File: config.mk
export PLATFORM = sky130hd
export DESIGN_NAME = sysref_capture_sync
export DESIGN_NICKNAME = d
export VERILOG_FILES = /design/src/rtl/sysref_pkg.sv /design/src/rtl/sysref_period_meter.sv /design/src/rtl/sysref_capture_sync.sv
export SDC_FILE = /design/constraint.sdc
export NUM_CORES = 1
export LEC_CHECK = 0
export CELL_PAD_IN_SITES_DETAIL_PLACEMENT = 1
export CELL_PAD_IN_SITES_GLOBAL_PLACEMENT = 2
export CORE_UTILIZATION = 31
export DETAILED_ROUTE_END_ITERATION = 7
export PLACE_DENSITY_LB_ADDON = 0.3
export SLEW_MARGIN = 10
export SYNTH_ARGS = -nofsm -noshare
export SYNTH_HDL_FRONTEND = slang
export SYNTH_HIERARCHICAL = 1
export SYNTH_SLANG_ARGS = --single-unit
File: constraint.sdc
create_clock -name pl_clk -period 2.9 [get_ports pl_clk]
set_clock_uncertainty 0.15 [all_clocks]
set_input_delay 0.29 -clock pl_clk [delete_from_list [all_inputs] [get_ports pl_clk]]
set_output_delay 0.29 -clock pl_clk [all_outputs]
set_load 0.01 [all_outputs]
File: src/rtl/sysref_pkg.sv
// Shared types and constants for the SYSREF capture/distribution slice.
package sysref_pkg;

   typedef enum logic [1:0] {
      UNLOCKED = 2'd0,
      ACQUIRE  = 2'd1,
      LOCKED   = 2'd2
   } lock_state_t;

   localparam logic MODE_CONT    = 1'b0;
   localparam logic MODE_ONESHOT = 1'b1;

endpackage

File: src/rtl/sysref_period_meter.sv
// Rising-edge detector, SYSREF period counter and lock state machine.
module sysref_period_meter
   import sysref_pkg::*;
#(
   parameter int PERIOD_W   = 16,
   parameter int LOCK_COUNT = 4
) (
   input  logic                pl_clk,
   input  logic                pl_rst,
   input  logic                lvl,
   input  logic                lvl_vld,
   input  logic                clr_err,
   output logic                rise,
   output logic [PERIOD_W-1:0] period,
   output logic                locked,
   output logic                err
);

   localparam int MATCH_W = $clog2(LOCK_COUNT + 1);
   localparam logic [PERIOD_W-1:0] CNT_MAX = '1;

   lock_state_t         state_q, state_d;
   logic                lvl_d_q, vld_d_q;
   logic [PERIOD_W-1:0] cnt_q, cnt_d;
   logic [PERIOD_W-1:0] ref_q, ref_d;
   logic                ref_vld_q, ref_vld_d;
   logic [MATCH_W-1:0]  match_q, match_d;
   logic [PERIOD_W-1:0] period_q, period_d;
   logic                locked_q, locked_d;
   logic                err_q, err_d;
   logic                sat, meas_match, err_set;
   logic [PERIOD_W-1:0] meas;

   always_comb begin
      // Only a transition between two genuine samples counts, so a level
      // already high when the chain refills after reset is not an edge.
      rise       = lvl & lvl_vld & vld_d_q & ~lvl_d_q;
      sat        = (cnt_q == CNT_MAX);
      meas       = sat ? CNT_MAX : cnt_q + 1'b1;
      meas_match = ref_vld_q && !sat && (meas == ref_q);
      cnt_d      = rise ? '0 : (sat ? cnt_q : cnt_q + 1'b1);

      state_d   = state_q;
      ref_d     = ref_q;
      ref_vld_d = ref_vld_q;
      match_d   = match_q;
      period_d  = period_q;
      err_set   = 1'b0;

      if (rise && state_q != UNLOCKED)
         period_d = meas;

      case (state_q)
         UNLOCKED: begin
            ref_vld_d = 1'b0;
            match_d   = '0;
            if (rise)
               state_d = ACQUIRE;
         end
         ACQUIRE: begin
            if (rise) begin
               if (meas_match) begin
                  match_d = match_q + 1'b1;
                  if (match_q == MATCH_W'(LOCK_COUNT - 1))
                     state_d = LOCKED;
               end else begin
                  ref_d     = meas;
                  ref_vld_d = 1'b1;
                  match_d   = '0;
               end
            end
         end
         LOCKED: begin
            if (sat) begin
               err_set   = 1'b1;
               state_d   = UNLOCKED;
               ref_vld_d = 1'b0;
               match_d   = '0;
            end else if (rise && !meas_match) begin
               err_set   = 1'b1;
               state_d   = ACQUIRE;
               ref_d     = meas;
               ref_vld_d = 1'b1;
               match_d   = '0;
            end
         end
         default: state_d = UNLOCKED;
      endcase

      err_d    = err_set | (err_q & ~clr_err);
      locked_d = (state_d == LOCKED);
   end

   always_ff @(posedge pl_clk) begin
      if (pl_rst) begin
         state_q   <= UNLOCKED;
         lvl_d_q   <= 1'b0;
         vld_d_q   <= 1'b0;
         cnt_q     <= '0;
         ref_q     <= '0;
         ref_vld_q <= 1'b0;
         match_q   <= '0;
         period_q  <= '0;
         locked_q  <= 1'b0;
         err_q     <= 1'b0;
      end else begin
         state_q   <= state_d;
         lvl_d_q   <= lvl;
         vld_d_q   <= lvl_vld;
         cnt_q     <= cnt_d;
         ref_q     <= ref_d;
         ref_vld_q <= ref_vld_d;
         match_q   <= match_d;
         period_q  <= period_d;
         locked_q  <= locked_d;
         err_q     <= err_d;
      end
   end

   assign period = period_q;
   assign locked = locked_q;
   assign err    = err_q;

endmodule

File: src/rtl/sysref_capture_sync.sv
// SYSREF capture chain, period/lock measurement and per-channel fan-out
// with continuous or armed one-shot gating.
module sysref_capture_sync
   import sysref_pkg::*;
#(
   parameter int NUM_CH         = 2,
   parameter int CAPTURE_STAGES = 2,
   parameter int PERIOD_W       = 16,
   parameter int LOCK_COUNT     = 4
) (
   input  logic                pl_clk,
   input  logic                pl_rst,
   input  logic                sysref_in,
   input  logic [NUM_CH-1:0]   mode,
   input  logic [NUM_CH-1:0]   arm,
   input  logic                clr_err,
   output logic [NUM_CH-1:0]   sysref_out,
   output logic [NUM_CH-1:0]   armed,
   output logic                edge_pulse,
   output logic [PERIOD_W-1:0] period,
   output logic                locked,
   output logic                err
);

   logic [CAPTURE_STAGES-1:0] cap_q, cap_d;
   logic [CAPTURE_STAGES-1:0] vld_q, vld_d;
   logic                      edge_pulse_q;
   logic [NUM_CH-1:0]         armed_q, armed_d;
   logic [NUM_CH-1:0]         gate_q, gate_d;
   logic [NUM_CH-1:0]         out_q, out_d;
   logic                      lvl, lvl_vld, rise;

   // vld tracks which capture stages hold real samples since reset.
   always_comb begin
      cap_d[0] = sysref_in;
      vld_d[0] = 1'b1;
      for (int i = 1; i < CAPTURE_STAGES; i++) begin
         cap_d[i] = cap_q[i-1];
         vld_d[i] = vld_q[i-1];
      end
   end

   assign lvl     = cap_q[CAPTURE_STAGES-1];
   assign lvl_vld = vld_q[CAPTURE_STAGES-1];

   sysref_period_meter #(
      .PERIOD_W   (PERIOD_W),
      .LOCK_COUNT (LOCK_COUNT)
   ) u_meter (
      .pl_clk  (pl_clk),
      .pl_rst  (pl_rst),
      .lvl     (lvl),
      .lvl_vld (lvl_vld),
      .clr_err (clr_err),
      .rise    (rise),
      .period  (period),
      .locked  (locked),
      .err     (err)
   );

   genvar gi;
   generate
      for (gi = 0; gi < NUM_CH; gi++) begin : g_ch
         logic oneshot, fire;
         assign oneshot     = (mode[gi] == MODE_ONESHOT);
         // Fire uses armed/locked from before this edge: arming on the edge itself waits for the next one.
         assign fire        = oneshot & armed_q[gi] & locked & rise;
         assign gate_d[gi]  = oneshot & ((gate_q[gi] & lvl) | fire);
         assign armed_d[gi] = (armed_q[gi] & ~fire) | (arm[gi] & oneshot);
         assign out_d[gi]   = (mode[gi] == MODE_CONT) ? lvl : gate_d[gi];
      end
   endgenerate

   always_ff @(posedge pl_clk) begin
      if (pl_rst) begin
         cap_q        <= '0;
         vld_q        <= '0;
         edge_pulse_q <= 1'b0;
         armed_q      <= '0;
         gate_q       <= '0;
         out_q        <= '0;
      end else begin
         cap_q        <= cap_d;
         vld_q        <= vld_d;
         edge_pulse_q <= rise;
         armed_q      <= armed_d;
         gate_q       <= gate_d;
         out_q        <= out_d;
      end
   end

   assign sysref_out = out_q;
   assign armed      = armed_q;
   assign edge_pulse = edge_pulse_q;

endmodule

# Yosys cells after proc, flatten, opt, wreduce, memory -nomap -nowiden
# Cells that the tools add are included.
totals:
  ff_bits: 69
  latch_bits: 0
  ram_bits: 0
  romBits: 0
  input_bits: 8
  output_inout_bits: 23
  word_cells: 100
  n_memories: 0
classes:
  add_sub_neg: 2
  mul: 0
  div_mod_pow: 0
  magnitude_cmp: 0
  n_eq_ne: 11
  n_shift: 0
  muxes: 29
  bitwise_logic: 27
  reduce_logical: 14
op_table:
  columns: ["cell", "n"]
  rows:
  - ["two-way mux 16 bit", 5]
  - ["one-hot mux 16 bit (2 select lines)", 1]
  - ["bitwise AND 1 bit", 18]
  - ["adder 16 x 1 -> 16 bit, second input constant", 1]
  - ["== test 16 bit", 1]
  - ["== test 16 bit, second input constant", 1]
  - ["two-way mux 2 bit", 6]
  - ["two-way mux 3 bit", 4]
  - ["two-way mux 1 bit", 10]
  - ["one-hot mux 3 bit (3 select lines)", 1]
  - ["inequality test 2 bit, second input constant", 3]
  - ["one-hot mux 2 bit (3 select lines)", 1]
  - ["OR 1 bit", 5]
  - ["AND reduction 5 bit", 1]
  - ["== test 2 bit, second input constant", 2]
  - ["logical AND 1 bit", 4]
  - ["inverter 1 bit", 4]
  - ["AND reduction 4 bit", 1]
  - ["nonzero test 2 bit", 2]
  - ["adder 3 x 1 -> 3 bit, second input constant", 1]
  - ["== test 3 x 2 -> 1 bit, second input constant", 1]
  - ["inequality test 3 x 1 -> 1 bit, second input constant", 1]
  - ["one-hot mux 1 bit (3 select lines)", 1]
  - ["AND reduction 3 bit", 1]
  - ["6 further kinds", 7]

# Depth between registers and ports, before layout
# Gate-level depths: netlist of the first run.
logic_depth:
  word_depth: 10
  depth_mapped: 12
  mapped_depth_nobuf: 9

# Hierarchy
# Netlist of the first run, hierarchy kept.
modules_own_cells:
  columns: ["mod", "n_inst", "cells_per_inst", "area_each_um2"]
  rows:
  - ["sysref_period_meter", 1, 411, 3288.2]
  - ["sysref_capture_sync", 1, 35, 374.1]

# Worst setup path before layout of the first run
# OpenSTA, ideal clock, no wires.
synth_path:
  kind: "register -> register"
  from: "reg u_meter.cnt_q[1]"
  to: "reg u_meter.ref_q[11]"
  setup_ns: 0.121
  t_arrival_ns: 2.635
  t_required_ns: 2.629
  path_slack_ns: -0.006
  path_stages_with_launch: 12
  path_buffers: 2
  cell_sequence: "dfxtp_1 ha_1 nand4_1 or4_1 buf_2 and3_1 nor4b_2 and4_4 nand3_4 nand2_1 buf_2 mux2_2"
synth_between:
  elab_chain_cells: 8
  elab_cells_between_ends: 18
synth_lines:
  columns: ["item", "line", "source"]
  rows:
  - ["from (decl)", "sysref_period_meter.sv:24", "logic [PERIOD_W-1:0] cnt_q, cnt_d;"]
  - ["from (signal assigned)", "sysref_period_meter.sv:110", "cnt_q <= cnt_d;"]
  - ["adder 16 x 1 -> 16 bit / == test 16 bit (equally long branches)", "sysref_period_meter.sv:39, sysref_period_meter.sv:38", null]
  - ["two-way mux 16 bit / zero test 1 bit (equally long branches)", "sysref_period_meter.sv:39, sysref_period_meter.sv:40", null]
  - ["== test 16 bit / logical AND 1 bit (equally long branches)", "sysref_period_meter.sv:40", "meas_match = ref_vld_q && !sat && (meas == ref_q);"]
  - ["logical AND 1 bit", "sysref_period_meter.sv:40", null]
  - ["zero test 1 bit", "sysref_period_meter.sv:79", "end else if (rise && !meas_match) begin"]
  - ["logical AND 1 bit", "sysref_period_meter.sv:79", null]
  - ["inequality test 2 x 1 -> 1 bit (no line)", null, null]
  - ["AND reduction 5 bit (no line)", null, null]
  - ["to (signal assigned)", "sysref_period_meter.sv:111", "ref_q <= ref_d;"]
  - ["to (decl)", "sysref_period_meter.sv:25", "logic [PERIOD_W-1:0] ref_q, ref_d;"]
# Several ways; a longest one is shown, not always the timed one. The select of a mux whose other input is x is not followed.
# A chain may end at the register's enable or synchronous reset.

# Final worst setup path of the first run
layout_path:
  from: "reg u_meter.cnt_q[6]"
  to: "reg u_meter.ref_q[11]"
# The elaborated chain is that of the path after synthesis.

==> flow_summary.json, run 1 <==
{
  "start_kind": "flop",
  "hp-class": "input pin to flop",
  "finalHoldViolCount": 0,
  "rows": 39,
  "grt.overflow.total": 0,
  "yosysTopAreaCellShare": 0.3772,
  "yosysWarningCount": 6,
  "fp.dieArea_um2": 12250,
  "grt_max_degree": 27,
  "grt_use_met2": 0.3416,
  "multiInputGateArea_um2": 2456,
  "grt_pass1_wl_mm": 21.46,
  "synth.avg_cell_area_um2": 8.211,
  "slew_headroom": 0.5263,
  "cts_tree": "done",
  "cts_made_buffers": 9,
  "drive_gt1_frac": 0.3530,
  "met3_usage": 0.05631,
  "firstDrtPassIters": 4,
  "synth_area_um2": 3662,
  "first_global_vias": 4019,
  "synth_edf_count": 0,
  "p_per_area_nw_per_um2": 408.7,
  "start_util": 0.3194,
  "ir_worst_vdd_mv": 0.4140,
  "grt_usage": 0.2268,
  "regArea_um2": 1399,
  "antenna_found_initial": 0,
  "ctsHoldBuffers": 0,
  "syn_nets": 461,
  "arrival_ns": 3.01,
  "fmax_ghz": 0.3407,
  "violations": "setup timing",
  "wl_mm": 14.05,
  "dpl-instance-area_um2": 4606,
  "critPathSlowestCell": "a2111oi_4",
  "worst_pin_slew_ns": 0.7105,
  "cp_max_fo": 8,
  "crit_chain": "nand4_1 > buf_6 > buf_4 > buf_4 > nor2_2 > a31oi_1 > a2111oi_4 > and4_4 > nand3_4 > nand2_2 > buf_12 > mux2_2",
  "fin_crit_sh": 1.012,
  "design_area_um2": 5458,
  "drc": 0,
  "ys_ff_latch": 69,
  "min_period_ns": 2.935,
  "antenna_cells": 0,
  "rsz0062_at_grt": "true",
  "worstSetupPathType": "flop to flop",
  "yosysUniqueCellTypes": 62,
  "vias": 3924,
  "root_buffer": "clkbuf_16",
  "numPlacedInstances": 665,
  "layout.cells.non_filler": 701,
  "busiest_layer": "met2",
  "vias_per_cell": 5.598,
  "final_nets": 568,
  "synthToLayoutAreaGrowth_pct": 49.03,
  "pin_count": 31,
  "drt_iter0_drc": 186,
  "wl_per_cell_um": 20.04,
  "fin_tns_setup_ns": -0.2490,
  "ant_nets": 0,
  "path_common_cell": "buf_4",
  "cp_slowest_stage_delay_ns": 0.36,
  "place_congestion": 0.9481,
  "grt_util_met1": 0.2987,
  "hpwl_mm": 9.596,
  "core_um2": 11470,
  "yosysSeqAreaShare": 0.3772,
  "synth-async-reset-ratio": 0,
  "cts_buffer_depth": 2,
  "ys.flop_type": "dfxtp_1",
  "fill_cells": 1335,
  "clkLatencyLatePin_ns": 0.34,
  "required_ns": 2.97,
  "setup_slack_ns": -0.03521,
  "die_h_um": 110.7,
  "synth_area_leaders": "dfxtp_1 38%, nor2_1 6.8%, a21oi_1 4.4%",
  "clkTransAtPathRegs_ns": 0.06,
  "die_w_um": 110.7,
  "fin_hold_ws_ns": 0.1316,
  "setup_viol": 10,
  "drv_slew": 0,
  "critPathCaptureType": "flop",
  "htreeDepth": 3,
  "status": "finished, violations left",
  "numPortBuffers": 30,
  "drv_cap": 0,
  "power_mw": 2.231,
  "netlist_instances": 446,
  "yosys.area.top_type": "dfxtp_1",
  "numClockSinks": 69,
  "p_leak_nw": 2.091
}
kinds of logic after synthesis:
| kind of cell | after synthesis | share of synthesized area |
|---|---|---|
| AND/OR/NAND/NOR | 196 | 0.2928 |
| AO/OA/AOI/OAI | 113 | 0.2098 |
| flip-flops | 69 | 0.3772 |
| buffers and inverters | 44 | 0.04954 |
| multiplexers | 10 | 0.03007 |
| XOR/XNOR | 7 | 0.01674 |
| adder cells (fa/ha/maj) | 7 | 0.02391 |
routing by layer:
| metal | vias up | routed length (um) | part of all wire |
|---|---|---|---|
| li1 | 1846 | - | - |
| met1 | 1919 | 6185 | 0.44 |
| met2 | 125 | 6501 | 0.46 |
| met3 | 34 | 874 | 0.062 |
| met4 | 0 | 490 | 0.035 |
| met5 | - | 0 | 0 |
worst max-delay path: cells and delay by family, from the launching register on:
| family | cells | cell delay [ns] |
|---|---|---|
| buffers and inverters | 4 | 0.66 |
| AO/OA/AOI/OAI | 2 | 0.51 |
| multiplexers | 1 | 0.33 |
| flip-flops | 1 | 0.32 |
| AND/OR/NAND/NOR | 5 | 0.84 |
what timing repair did:
action | in CTS | in global routing
cloned | 1 | 0
endpoints found under the setup margin | 24 | 24
gates resized for setup | 38 | 49
setup buffers | 15 | 4
pin swaps | 13 | 19
stage by stage:
step | utilization | worst slack (ns)
6_report | 0.4759 | -0.03521
5_1_grt | 0.4759 | -0.1405
4_1_cts | 0.4532 | -0.02025
3_5_place_dp | 0.4016 | -0.4500
3_3_place_gp | 0.4016 | -0.3914
2_1_floorplan | - | 0.004466
cell usage after synthesis, drive strengths merged (3+ instances only):
library cell	n
a211o	3
a211oi	14
a21o	5
a21oi	32
a221oi	6
a22oi	4
and2	10
and3	9
and4	5
and4b	3
buf	10
clkbuf	20
dfxtp	69
ha	7
inv	13
mux2	8
nand2	20
nand2b	6
nand3	14
nand4	14
nor2	66
nor2b	17
nor3	12
nor3b	3
nor4	8
nor4b	3
o211ai	4
o21a	3
o21ai	17
o22ai	4
o32ai	4
xnor2	4
xor2	3
path summary, 6_finish.rpt:
| path | start | to | slack, ns | cells after the start |
|---|---|---|---|---|
| min reg2reg | vld_q[0] | vld_q[1] | 0.29 | 1 |
| max | u_meter/cnt_q[6] | u_meter/ref_q[11] | -0.04 | 12 |
| min | pl_rst | vld_q[0] | 0.13 | 2 |
| max reg2reg | u_meter/cnt_q[6] | u_meter/ref_q[11] | -0.04 | 12 |
sequential cells by signal, summed over array words and instances (netlist names):
signal,count
armed,2
cap_q,2
edge_pulse,1
gate_q,2
sysref_out,2
u_meter/cnt_q,16
u_meter/err,1
u_meter/locked,1
u_meter/lvl_d_q,1
u_meter/match_q,3
u_meter/period,16
u_meter/ref_q,16
u_meter/ref_vld_q,1
u_meter/state_q,2
u_meter/vld_d_q,1
vld_q,2
layout make-up:
| class | instances | share of cell area |
|---|---|---|
| tap | 143 | 0.03278 |
| timing repair buffer | 126 | 0.1953 |
| clock buffer | 13 | 0.04768 |
| clock inverter | 3 | 0.008024 |
| inverter | 14 | 0.009858 |
| sequential | 69 | 0.2563 |
| multi-input combinational | 333 | 0.4500 |
layout by cell type, fill, tap and decap left out, types with 4 or more instances in the layout:
cell type,n
o211ai_1,4
nor2_1,63
a21oi_1,27
nand4_1,13
a211oi_2,4
a21oi_2,4
a211oi_1,10
mux2_2,8
clkbuf_16,9
dfxtp_2,14
a21o_1,5
nor3_1,7
and2_1,9
o21ai_0,15
nor2b_1,17
and3_1,7
nand3_1,12
dfxtp_1,55
clkdlybuf4s50_1,29
nor4_4,5
inv_1,13
xnor2_1,4
ha_1,6
buf_6,4
nand2b_1,6
buf_4,88
nor3_2,4
a221oi_2,6
nand2_1,18
where the power goes:
part | switching, mW | internal [mW] | leakage (nW)
sequential | 0.00910 | 0.959 | 0.565
clock | 0.414 | 0.713 | 0.150
combinational | 0.0775 | 0.0580 | 1.38
total | 0.501 | 1.73 | 2.09
(Power assumes the default switching activity.)
==> run 2, diff against run 1 <==
--- a/config.mk
+++ b/config.mk
@@ -10,6 +10,7 @@
 export CORE_UTILIZATION = 31
 export DETAILED_ROUTE_END_ITERATION = 7
 export PLACE_DENSITY_LB_ADDON = 0.3
+export SETUP_SLACK_MARGIN = 0.4
 export SLEW_MARGIN = 10
 export SYNTH_ARGS = -nofsm -noshare
 export SYNTH_HDL_FRONTEND = slang
==> run 2 against run 1 <==
  * The run still ends with setup timing left
  * Cell area shrank 2.1%
  * Wire length is 6.4% lower
  * Highest routed layer unchanged
  * Largest cell class unchanged
  * Non-clock buffer count decreased by 10
  * Utilization is 0.99 points lower
  * Sequential share of layout area rose by 0.43 points
  * Clock power increased by 5%
  * Worst hold slack gained 0.066 ns
  * Clock-buffer cell count decreased by 1
  * Register-to-register slack about the same
  * First-iteration DRC count fell by 0.54%
==> flow_summary.json, run 2 (synthesis results as in run 1) <==
{
  "cts_made_buffers": 9,
  "worstSetupPathType": "flop to flop",
  "design_area_um2": 5344,
  "drive_gt1_frac": 0.3358,
  "htreeDepth": 3,
  "grt_pass1_wl_mm": 20.80,
  "grt_util_met1": 0.2948,
  "fill_cells": 1340,
  "drv_slew": 0,
  "power_mw": 2.291,
  "multiInputGateArea_um2": 2429,
  "rsz0062_at_grt": "true",
  "core_um2": 11470,
  "grt_max_degree": 24,
  "cp_max_fo": 7,
  "grt.overflow.total": 0,
  "firstDrtPassIters": 4,
  "rows": 39,
  "drt_iter0_drc": 185,
  "clkTransAtPathRegs_ns": 0.06,
  "p_leak_nw": 2.003,
  "antenna_found_initial": 0,
  "setup_viol": 4,
  "layout_commonest_cell": "buf_4",
  "layout.cells.non_filler": 691,
  "slew_headroom": 0.4446,
  "vias": 3782,
  "min_period_ns": 2.941,
  "hp-class": "input pin to flop",
  "finalHoldViolCount": 0,
  "p_per_area_nw_per_um2": 428.6,
  "grt_use_met2": 0.3342,
  "numPlacedInstances": 663,
  "dpl-instance-area_um2": 4629,
  "fin_crit_sh": 1.014,
  "synthToLayoutAreaGrowth_pct": 45.92,
  "critPathCaptureType": "flop",
  "grt_usage": 0.2181,
  "wl_mm": 13.16,
  "fmax_ghz": 0.3401,
  "busiest_layer": "met2",
  "layout_common_cells": "81 x buf_4, 64 x nor2_1, 62 x dfxtp_1",
  "vias_per_cell": 5.473,
  "start_util": 0.3194,
  "start_kind": "flop",
  "regArea_um2": 1393,
  "violations": "setup timing",
  "cts_tree": "done",
  "arrival_ns": 3.03,
  "die_w_um": 110.7,
  "cts_buffer_depth": 2,
  "antenna_cells": 0,
  "place_congestion": 0.8738,
  "ff2ff_setup_slack_ns": -0.04,
  "hpwl_mm": 9.404,
  "fin_tns_setup_ns": -0.08967,
  "required_ns": 2.99,
  "final_nets": 558,
  "drc": 0,
  "fp.dieArea_um2": 12250,
  "numClockSinks": 69,
  "first_global_vias": 3844,
  "setup_slack_ns": -0.04057,
  "ir_worst_vdd_mv": 0.2664,
  "pin_count": 31,
  "ctsHoldBuffers": 0,
  "ant_nets": 0,
  "wl_per_cell_um": 19.04,
  "die_h_um": 110.7,
  "clkLatencyLatePin_ns": 0.34,
  "status": "finished, violations left",
  "met3_usage": 0.04921,
  "drv_cap": 0,
  "numPortBuffers": 30,
  "worst_pin_slew_ns": 0.8244,
  "root_buffer": "clkbuf_16"
}
==> run 2: worst paths after layout <==
| check | startpoint | end | cells past startpoint |
|---|---|---|---|
| worst min-delay path | pl_rst | armed[1] | 2 |
| worst max register to register | u_meter/cnt_q[1] | u_meter/locked | 9 |
| worst max-delay path | u_meter/cnt_q[1] | u_meter/locked | 9 |
| worst min register to register | vld_q[0] | vld_q[1] | 1 |
==> run 2: layout make-up <==
cell class | instances | share of cell area
clock inverters | 4 | 0.01007
repair buffers | 116 | 0.1812
inverters | 14 | 0.01030
multi-input cells | 333 | 0.4545
clock buffers | 12 | 0.04987
well taps | 143 | 0.03348
flip-flops and latches | 69 | 0.2606
==> run 2: what timing repair did <==
item / CTS / global route
setup buffers: 5 / 7
endpoints found under the setup margin: 24 / 24
gates resized for setup: 30 / 39
gates cloned: 0 / 0
pin swaps: 11 / 15
==> run 2: metrics by stage <==
step,hold WS [ns],setup WS (ns),util
detailed placement,0.2874,-0.3833,0.4037
floorplan,0.2116,0.1425,-
global placement,0.2728,-0.4262,0.4037
finish,0.1976,-0.04057,0.4660
CTS,0.1729,-0.04652,0.4471
global route,0.2196,-0.1413,0.4660
==> run 2: report_power, final <==
| group | leakage [nW] | switching [mW] | internal [mW] | total (mW) |
|---|---|---|---|---|
| clock | 0.151 | 0.450 | 0.740 | 1.19 |
| combinational | 1.29 | 0.0742 | 0.0601 | 0.134 |
| sequential | 0.561 | 0.00801 | 0.958 | 0.966 |
| total | 2.00 | 0.532 | 1.76 | 2.29 |
==> run 2: layer usage <==
metal	routed length, um	vias up
met5	0	-
met4	316	0
met3	480	26
met2	5919	80
met1	6441	1855
li1	-	1821
==> run 2: critical path, cell delays in order, from the launching register on <==
cell and delay [ns]:
dfxtp_4 0.36, ha_4 0.17, nand4_1 0.13, or4_4 0.60, and3_4 0.21, nor4b_4 0.22, and4_4 0.28, nand3_4 0.10
or3_4 0.35, a221oi_2 0.27
==> run 3, diff against run 2 <==
--- a/config.mk
+++ b/config.mk
@@ -5,6 +5,7 @@
 export SDC_FILE = /design/constraint.sdc
 export NUM_CORES = 1
 export LEC_CHECK = 0
+export CAP_MARGIN = 20
 export CELL_PAD_IN_SITES_DETAIL_PLACEMENT = 1
 export CELL_PAD_IN_SITES_GLOBAL_PLACEMENT = 2
 export CORE_UTILIZATION = 31
==> results of run 3 <==
Same layout as run 2: the final DEF is identical, and so are final timing and power.
